File: config.mk
export PLATFORM = sky130hd
export DESIGN_NAME = xmem_bank_walker
export DESIGN_NICKNAME = d
export VERILOG_FILES = /design/src/rtl/xmem_bank_walker_pkg.sv /design/src/rtl/xmem_bank2glb_adr.sv /design/src/rtl/xmem_bank_walker.sv
export SDC_FILE = /design/constraint.sdc
export NUM_CORES = 1
export LEC_CHECK = 0
export CAP_MARGIN = 5
export CORE_AREA = 2 2 111 113
export CTS_CLUSTER_SIZE = 25
export DETAILED_ROUTE_END_ITERATION = 10
export DIE_AREA = 0 0 113 115
export GPL_ROUTABILITY_DRIVEN = 0
export HOLD_SLACK_MARGIN = 0.12
export PLACE_DENSITY_LB_ADDON = 0.05
export SLEW_MARGIN = 20
export SYNTH_ARGS = -nofsm -noshare
export SYNTH_HDL_FRONTEND = slang
export SYNTH_SLANG_ARGS = --single-unit
File: constraint.sdc
create_clock -name clk -period 4.1 [get_ports clk]
set_input_delay 0.615 -clock clk [delete_from_list [all_inputs] [get_ports clk]]
set_output_delay 0.615 -clock clk [all_outputs]
set_load 0.02 [all_outputs]
File: src/rtl/xmem_bank_walker_pkg.sv
// xmem_bank_walker_pkg
// Shared xmem parameters for the bank walker: address width and partition
// table geometry, memory types with their bank counts, the walk command
// layout, the walker FSM states and the SCALAR word-term helper.
package xmem_bank_walker_pkg;

  localparam int XMEM_AW            = 16;
  localparam int MAX_PARTITION      = 4;
  localparam int LOG2_MAX_PARTITION = 2;
  localparam int XMEM_WALK_STEP_DEF = 4;

  typedef enum logic [0:0] {
    MEM_TYPE_SCALAR = 1'b0,
    MEM_TYPE_ARRAY  = 1'b1
  } xmem_mem_type_e;

  // Number of physical banks per memory type.
  localparam logic [XMEM_AW-1:0] BANK_NUM [2] = '{16'd4, 16'd8};

  typedef struct packed {
    logic [LOG2_MAX_PARTITION-1:0] partIdx;
    logic [3:0]                    bankIdx;
    logic [XMEM_AW-1:0]            offset;
    logic [15:0]                   len;
  } xmem_walk_cmd_t;

  typedef enum logic [1:0] {
    IDLE = 2'd0,
    RUN  = 2'd1,
    FIN  = 2'd2
  } walk_state_e;

  // ((loc >> 2) * BANK_NUM) << 2, modulo 2^XMEM_AW. The multiplier is a
  // constant, so this reduces to shifts and adds. It is only needed to seed
  // the walker's accumulator at command acceptance.
  function automatic logic [XMEM_AW-1:0] scalar_word_term(input logic [XMEM_AW-1:0] loc);
    return ((loc >> 2) * BANK_NUM[MEM_TYPE_SCALAR]) << 2;
  endfunction

endpackage

File: src/rtl/xmem_bank2glb_adr.sv
// xmem_bank2glb_adr
// Combinational conversion of a bank-local byte offset to a global address
// for one mapping type.
//   loc_i         bank-local byte offset (relative to subBankStart)
//   word_term_i   SCALAR only: ((loc_i>>2)*BANK_NUM)<<2, supplied precomputed
//   bank_idx_i    SCALAR only: physical bank index
//   range_start_i ARRAY/CYCLIC only: subRangeStart of the partition
//   size_mask_i   ARRAY/CYCLIC only: subBankSize-1 of the partition
//   glb_adr_o     global address
module xmem_bank2glb_adr
  import xmem_bank_walker_pkg::*;
#(
  parameter string RANGE_TYPE = "SCALAR",
  parameter int    BANK_IDX_W = 4
) (
  input  logic [XMEM_AW-1:0]    loc_i,
  input  logic [XMEM_AW-1:0]    word_term_i,
  input  logic [BANK_IDX_W-1:0] bank_idx_i,
  input  logic [XMEM_AW-1:0]    range_start_i,
  input  logic [XMEM_AW-1:0]    size_mask_i,
  output logic [XMEM_AW-1:0]    glb_adr_o
);

  localparam bit IS_SCALAR = (RANGE_TYPE == "SCALAR");

  logic [XMEM_AW-1:0] scalar_adr;
  logic [XMEM_AW-1:0] array_adr;

  // The word term has its low two bits clear, so adding the bank index
  // (shifted) and OR-ing the byte lane are equivalent to additions.
  assign scalar_adr = word_term_i + (XMEM_AW'(bank_idx_i) << 2)
                    + {{(XMEM_AW-2){1'b0}}, loc_i[1:0]};
  assign array_adr  = range_start_i + (loc_i & size_mask_i);

  assign glb_adr_o  = IS_SCALAR ? scalar_adr : array_adr;

endmodule

File: src/rtl/xmem_bank_walker.sv
// xmem_bank_walker
// Inverse xmem address engine: walks a window of bank-local offsets in one
// bank of a partition and emits, per beat, the bank address and the global
// address that maps onto it. Used by flush/DMA-out to rebuild global
// addresses while draining a bank.
//   clk, rst        clock, synchronous active-high reset
//   cmd_*           walk request (valid/ready), partition, bank, offset, len
//   abort           drop the remaining beats of the current walk
//   subRangeStart,
//   subBankStart,
//   subBankSize     flattened partition tables, XMEM_AW bits per partition
//   out_*           beat stream (valid/ready), global/bank address, last
//   done            one-cycle pulse when a walk ends (normal, abort, error)
//   err             one-cycle pulse when a request is rejected
module xmem_bank_walker
  import xmem_bank_walker_pkg::*;
#(
  parameter string RANGE_TYPE = "SCALAR",
  parameter int    BANK_IDX_W = 4,
  parameter int    LEN_W      = 16,
  parameter int    STEP       = XMEM_WALK_STEP_DEF
) (
  input  logic                             clk,
  input  logic                             rst,
  input  logic                             cmd_valid,
  output logic                             cmd_ready,
  input  logic [LOG2_MAX_PARTITION-1:0]    cmd_partIdx,
  input  logic [BANK_IDX_W-1:0]            cmd_bankIdx,
  input  logic [XMEM_AW-1:0]               cmd_offset,
  input  logic [LEN_W-1:0]                 cmd_len,
  input  logic                             abort,
  input  logic [MAX_PARTITION*XMEM_AW-1:0] subRangeStart,
  input  logic [MAX_PARTITION*XMEM_AW-1:0] subBankStart,
  input  logic [MAX_PARTITION*XMEM_AW-1:0] subBankSize,
  output logic                             out_valid,
  input  logic                             out_ready,
  output logic [XMEM_AW-1:0]               out_adr,
  output logic [XMEM_AW-1:0]               out_bankAdr,
  output logic                             out_last,
  output logic                             done,
  output logic                             err
);

  localparam bit IS_SCALAR = (RANGE_TYPE == "SCALAR");
  localparam int STEP_SH   = $clog2(STEP);
  localparam int OVF_W     = XMEM_AW + LEN_W + 4;

  walk_state_e               state_q, state_d;
  logic [XMEM_AW-1:0]        loc_q, loc_d;
  logic [XMEM_AW-1:0]        word_q, word_d;
  logic [XMEM_AW-1:0]        bank_start_q, bank_start_d;
  logic [XMEM_AW-1:0]        range_start_q, range_start_d;
  logic [XMEM_AW-1:0]        size_mask_q, size_mask_d;
  logic [BANK_IDX_W-1:0]     bank_idx_q, bank_idx_d;
  logic [LEN_W-1:0]          rem_q, rem_d;
  logic                      err_q, err_d;

  logic [XMEM_AW-1:0]        tbl_range_start;
  logic [XMEM_AW-1:0]        tbl_bank_start;
  logic [XMEM_AW-1:0]        tbl_bank_size;
  logic [OVF_W-1:0]          walk_end;
  logic                      walk_ovf;
  logic [XMEM_AW-1:0]        loc_nxt;
  logic                      word_cross;
  logic                      hs;
  logic [XMEM_AW-1:0]        glb_adr;

  // Table entries of the requested partition, captured at acceptance.
  assign tbl_range_start = subRangeStart[cmd_partIdx*XMEM_AW +: XMEM_AW];
  assign tbl_bank_start  = subBankStart[cmd_partIdx*XMEM_AW +: XMEM_AW];
  assign tbl_bank_size   = subBankSize[cmd_partIdx*XMEM_AW +: XMEM_AW];

  // Window end computed wide enough that offset+len*STEP cannot wrap.
  assign walk_end = OVF_W'(cmd_offset) + (OVF_W'(cmd_len) << STEP_SH);
  assign walk_ovf = !IS_SCALAR && (walk_end > OVF_W'(tbl_bank_size));

  assign hs         = out_valid && out_ready;
  assign loc_nxt    = loc_q + XMEM_AW'(STEP);
  // STEP <= 4, so one advance crosses at most one 32-bit word boundary.
  assign word_cross = (loc_nxt[XMEM_AW-1:2] != loc_q[XMEM_AW-1:2]);

  always_comb begin
    state_d       = state_q;
    loc_d         = loc_q;
    word_d        = word_q;
    bank_start_d  = bank_start_q;
    range_start_d = range_start_q;
    size_mask_d   = size_mask_q;
    bank_idx_d    = bank_idx_q;
    rem_d         = rem_q;
    err_d         = 1'b0;
    case (state_q)
      IDLE: begin
        if (cmd_valid) begin
          bank_start_d  = tbl_bank_start;
          range_start_d = tbl_range_start;
          size_mask_d   = tbl_bank_size - XMEM_AW'(1);
          bank_idx_d    = cmd_bankIdx;
          loc_d         = cmd_offset;
          word_d        = scalar_word_term(cmd_offset);
          rem_d         = cmd_len;
          if (cmd_len == '0) begin
            state_d = FIN;
          end else if (walk_ovf) begin
            err_d   = 1'b1;
            state_d = FIN;
          end else begin
            state_d = RUN;
          end
        end
      end
      RUN: begin
        if (hs) begin
          loc_d = loc_nxt;
          rem_d = rem_q - LEN_W'(1);
          if (word_cross) begin
            word_d = word_q + (BANK_NUM[MEM_TYPE_SCALAR] << 2);
          end
          if (rem_q == LEN_W'(1)) begin
            state_d = FIN;
          end
        end
        // A beat handshaken together with abort has already been counted.
        if (abort) begin
          state_d = FIN;
        end
      end
      FIN: begin
        state_d = IDLE;
      end
      default: begin
        state_d = IDLE;
      end
    endcase
  end

  // Walk state register
  always_ff @(posedge clk) begin
    if (rst) begin
      state_q       <= IDLE;
      loc_q         <= '0;
      word_q        <= '0;
      bank_start_q  <= '0;
      range_start_q <= '0;
      size_mask_q   <= '0;
      bank_idx_q    <= '0;
      rem_q         <= '0;
      err_q         <= 1'b0;
    end else begin
      state_q       <= state_d;
      loc_q         <= loc_d;
      word_q        <= word_d;
      bank_start_q  <= bank_start_d;
      range_start_q <= range_start_d;
      size_mask_q   <= size_mask_d;
      bank_idx_q    <= bank_idx_d;
      rem_q         <= rem_d;
      err_q         <= err_d;
    end
  end

  xmem_bank2glb_adr #(
    .RANGE_TYPE (RANGE_TYPE),
    .BANK_IDX_W (BANK_IDX_W)
  ) u_bank2glb (
    .loc_i         (loc_q),
    .word_term_i   (word_q),
    .bank_idx_i    (bank_idx_q),
    .range_start_i (range_start_q),
    .size_mask_i   (size_mask_q),
    .glb_adr_o     (glb_adr)
  );

  // Beat outputs are decoded from registers only, so they stay stable while
  // the consumer stalls; addresses read zero outside a beat.
  assign cmd_ready   = (state_q == IDLE);
  assign out_valid   = (state_q == RUN);
  assign out_last    = out_valid && (rem_q == LEN_W'(1));
  assign out_bankAdr = out_valid ? (bank_start_q + loc_q) : '0;
  assign out_adr     = out_valid ? glb_adr : '0;
  assign done        = (state_q == FIN);
  assign err         = err_q;

endmodule
==> impl_metrics.yaml <==
outcome:
  run_status: "finished with violations"
  violations: "DRC"
final_layout:
  drive_gt1_share_pct: 6.329
  fin_util_pct: 57.24
  syn2layout_area_growth_pct: 35.18
  final_nets: 1043
  num_antenna_cells: 0
  layoutNonFillerInstCount: 937
yosys:
  synth_top_area_cell: "dfxtp_1"
  yosys-top-cells-count: "100 x nand2_1, 67 x a21oi_1, 66 x dfxtp_1, 63 x nor2_1, 52 x o21ai_0"
  synth_top_area_share_pct: 26.42
  synthFlopType: "dfxtp_1"
  seq_area_frac_synth_pct: 26.42
  synthCells: 675
  synthArstFlopShare_pct: 0
  synth_nets: 932
  synth_seq_cells: 66
  synth-edff-count: 0
  synth_most_common_cell: "nand2_1"
  synth_area_per_cell_um2: 7.409
  synth_area_um2: 5001
  synthTopCellsByArea: "dfxtp_1 26%, nand2_1 7.5%, mux4_2 7.2%, a21oi_1 6.7%, ha_1 5.3%"
  ys_warn_count: 0
  synth_cell_types: 64
pwr:
  power_mw: 2.639
  power.density_nw_per_um2: 390.4
  ir_drop_mv: 0.2170
  power_leakage_nw: 2.504
critical_path:
  max_stage_delay_ns: 0.65
  path_class: "register to output port"
  path_delay_family: "compound AO/OA/AOI/OAI gates"
  endpoint_kind: "output port"
  critPathArrivalTime_ns: 3.04
  path_buf_inv: 1
  critPathLaunchType: "register"
  required_ns: 3.48
  cp_max_fo: 6
  slowest_stage: "clkdlybuf4s50_1"
  worstPathCellList: "ha_1 > nor2b_1 > o21ai_0 > a21oi_1 > a311oi_1 > mux2i_1 > clkdlybuf4s50_1"
flow_run:
  cap_violations: 0
route:
  drt_iter0_markers: 427
  ant_nets: 0
  routed_wl_mm: 14.43
  wire_per_inst_um: 15.40
  via_per_inst: 5.757
  drc: 5
  first_pass_iters: 8
  vias: 5394
clocking:
  cts-resized-gates: 0
  ctsLongestPathBuffers: 2
  post_cts_buffers: 0
  insertion_delay_ns: 0.33
  clk_pin_slew_ns: 0.06
  hold_buffers: 0
  numCtsBuffers: 9
  cts_root_buf: "clkbuf_16"
  cts_htree_levels: 3
  cts_tree: "built"
  cts.sinks: 66
min_path:
  hp-class: "register to register"
sta:
  setup_tns_ns: 0
  finalSetupViolCount: 0
  finalCriticalPeriod_ns: 3.653
  period_share_pct: 89.11
  fmax_mhz: 273.7
  skew_ns: 0.006223
  slew_headroom_pct: 30.65
  worst_pin_slew_ns: 1.040
  finalHoldViolCount: 0
  slew_violations: 0
  rsz0062_at_grt: "false"
placed_design:
  dp_cells: 922
  portBuffers: 142
  dp_hpwl_mm: 10.85
global_route:
  first_global_vias: 5058
  busiest_layer: "met2"
  grt_pass1_wl_mm: 23.81
  antenna_found_initial: 0
  grt_usage_pct: 22.35
  grt-ovfl-total: 0
  globalRouteMet2Util_pct: 38.44
  use_met1_pct: 28.41
  grt_max_degree: 54
  grtUsageMet3_pct: 4.533
die:
  die_x_um: 113
  dieArea_um2: 13000
  core_um2: 11810
  io_pins: 272
  placementRows: 40
  start_util_pct: 42.34
  die_y_um: 115
==> power breakdown <==
part | switching, mW | total [mW] | internal [mW]
combinational | 0.568 | 1.03 | 0.460
clock | 0.281 | 0.751 | 0.470
sequential | 0.119 | 0.860 | 0.742
==> area by class of cell <==
cell class	count	area, um^2
multi-input cells	549	3455
inverters	11	41.29
clock buffers	13	280.3
clock inverters	2	10.01
repair buffers	149	1469
fillers	1132	5051
flip-flops and latches	66	1321
well taps	147	183.9
==> final timing paths <==
kind	slack [ns]	cells after the start	start	end
max	0.45	7	loc_q[2]$_SDFFE_PP0P_	out_bankAdr[10]
min	0.45	2	bank_idx_q[1]$_SDFFE_PP0P_	bank_idx_q[1]$_SDFFE_PP0P_
max reg2reg	1.59	7	state_q[1]$_SDFFE_PP0P_	loc_q[7]$_SDFFE_PP0P_
min reg2reg	0.45	2	bank_idx_q[1]$_SDFFE_PP0P_	bank_idx_q[1]$_SDFFE_PP0P_
==> logic make-up after synthesis <==
group | share of synthesized area (%)
xor gates and xnor gates | 2.102
other | 0.07498
AOI/OAI and AO/OA | 24.94
and+or+nand+nor | 28.77
muxes | 7.406
buffers and inverters | 4.629
adders and majority gates | 5.654
DFF | 26.42
==> stage by stage <==
step	area (um^2)	setup WS, ns	hold slack, ns
6_report	6760	0.4467	0.4498
5_1_grt	6760	0.2713	0.4745
4_1_cts	6760	0.4434	0.4541
2_1_floorplan	5001	1.455	0.4317
3_5_place_dp	6470	0.8071	0.4473
3_3_place_gp	6470	0.7989	0.4380
==> flip-flops by register name, indices dropped and copies added (netlist names) <==
signal	flops
state_q	2
loc_q	16
word_q	12
rem_q	16
bank_idx_q	4
bank_start_q	16
==> per-layer routing <==
layer	vias to the layer above	routed length [um]
li1	2695	-
met2	186	6924
met1	2501	6368
met3	12	966
met5	-	0
met4	0	175
==> worst reg2reg max path: cells and delay by family (launching register included) <==
family / cells / cell delay, ns
AND/OR/NAND/NOR: 3 / 0.77
AO/OA/AOI/OAI: 2 / 0.22
buffers and inverters: 2 / 0.91
flip-flops: 1 / 0.55
==> cell usage in the layout, fill, tap and decap left out, drive strengths merged, types with 3 or more instances in the layout <==
| cell type | count |
|---|---|
| or3 | 11 |
| and2 | 14 |
| o31ai | 10 |
| nor3b | 9 |
| nand2 | 100 |
| and3 | 9 |
| nand2b | 8 |
| o21ai | 52 |
| nand3 | 18 |
| clkbuf | 13 |
| inv | 10 |
| a2bb2oi | 3 |
| buf | 8 |
| or4 | 3 |
| a31oi | 3 |
| or2 | 3 |
| nand4 | 10 |
| a22oi | 8 |
| a211oi | 8 |
| a311oi | 3 |
| nor3 | 22 |
| nor2b | 8 |
| o21a | 4 |
| a21oi | 67 |
| clkinv | 3 |
| nor2 | 63 |
| and4 | 3 |
| xor2 | 6 |
| xnor2 | 6 |
| clkdlybuf4s50 | 141 |
| ha | 21 |
| o22ai | 4 |
| nor4 | 9 |
| mux4 | 16 |
| a21o | 13 |
| dfxtp | 66 |
| a221oi | 3 |
Note: power is estimated with default switching activity, not from simulation.
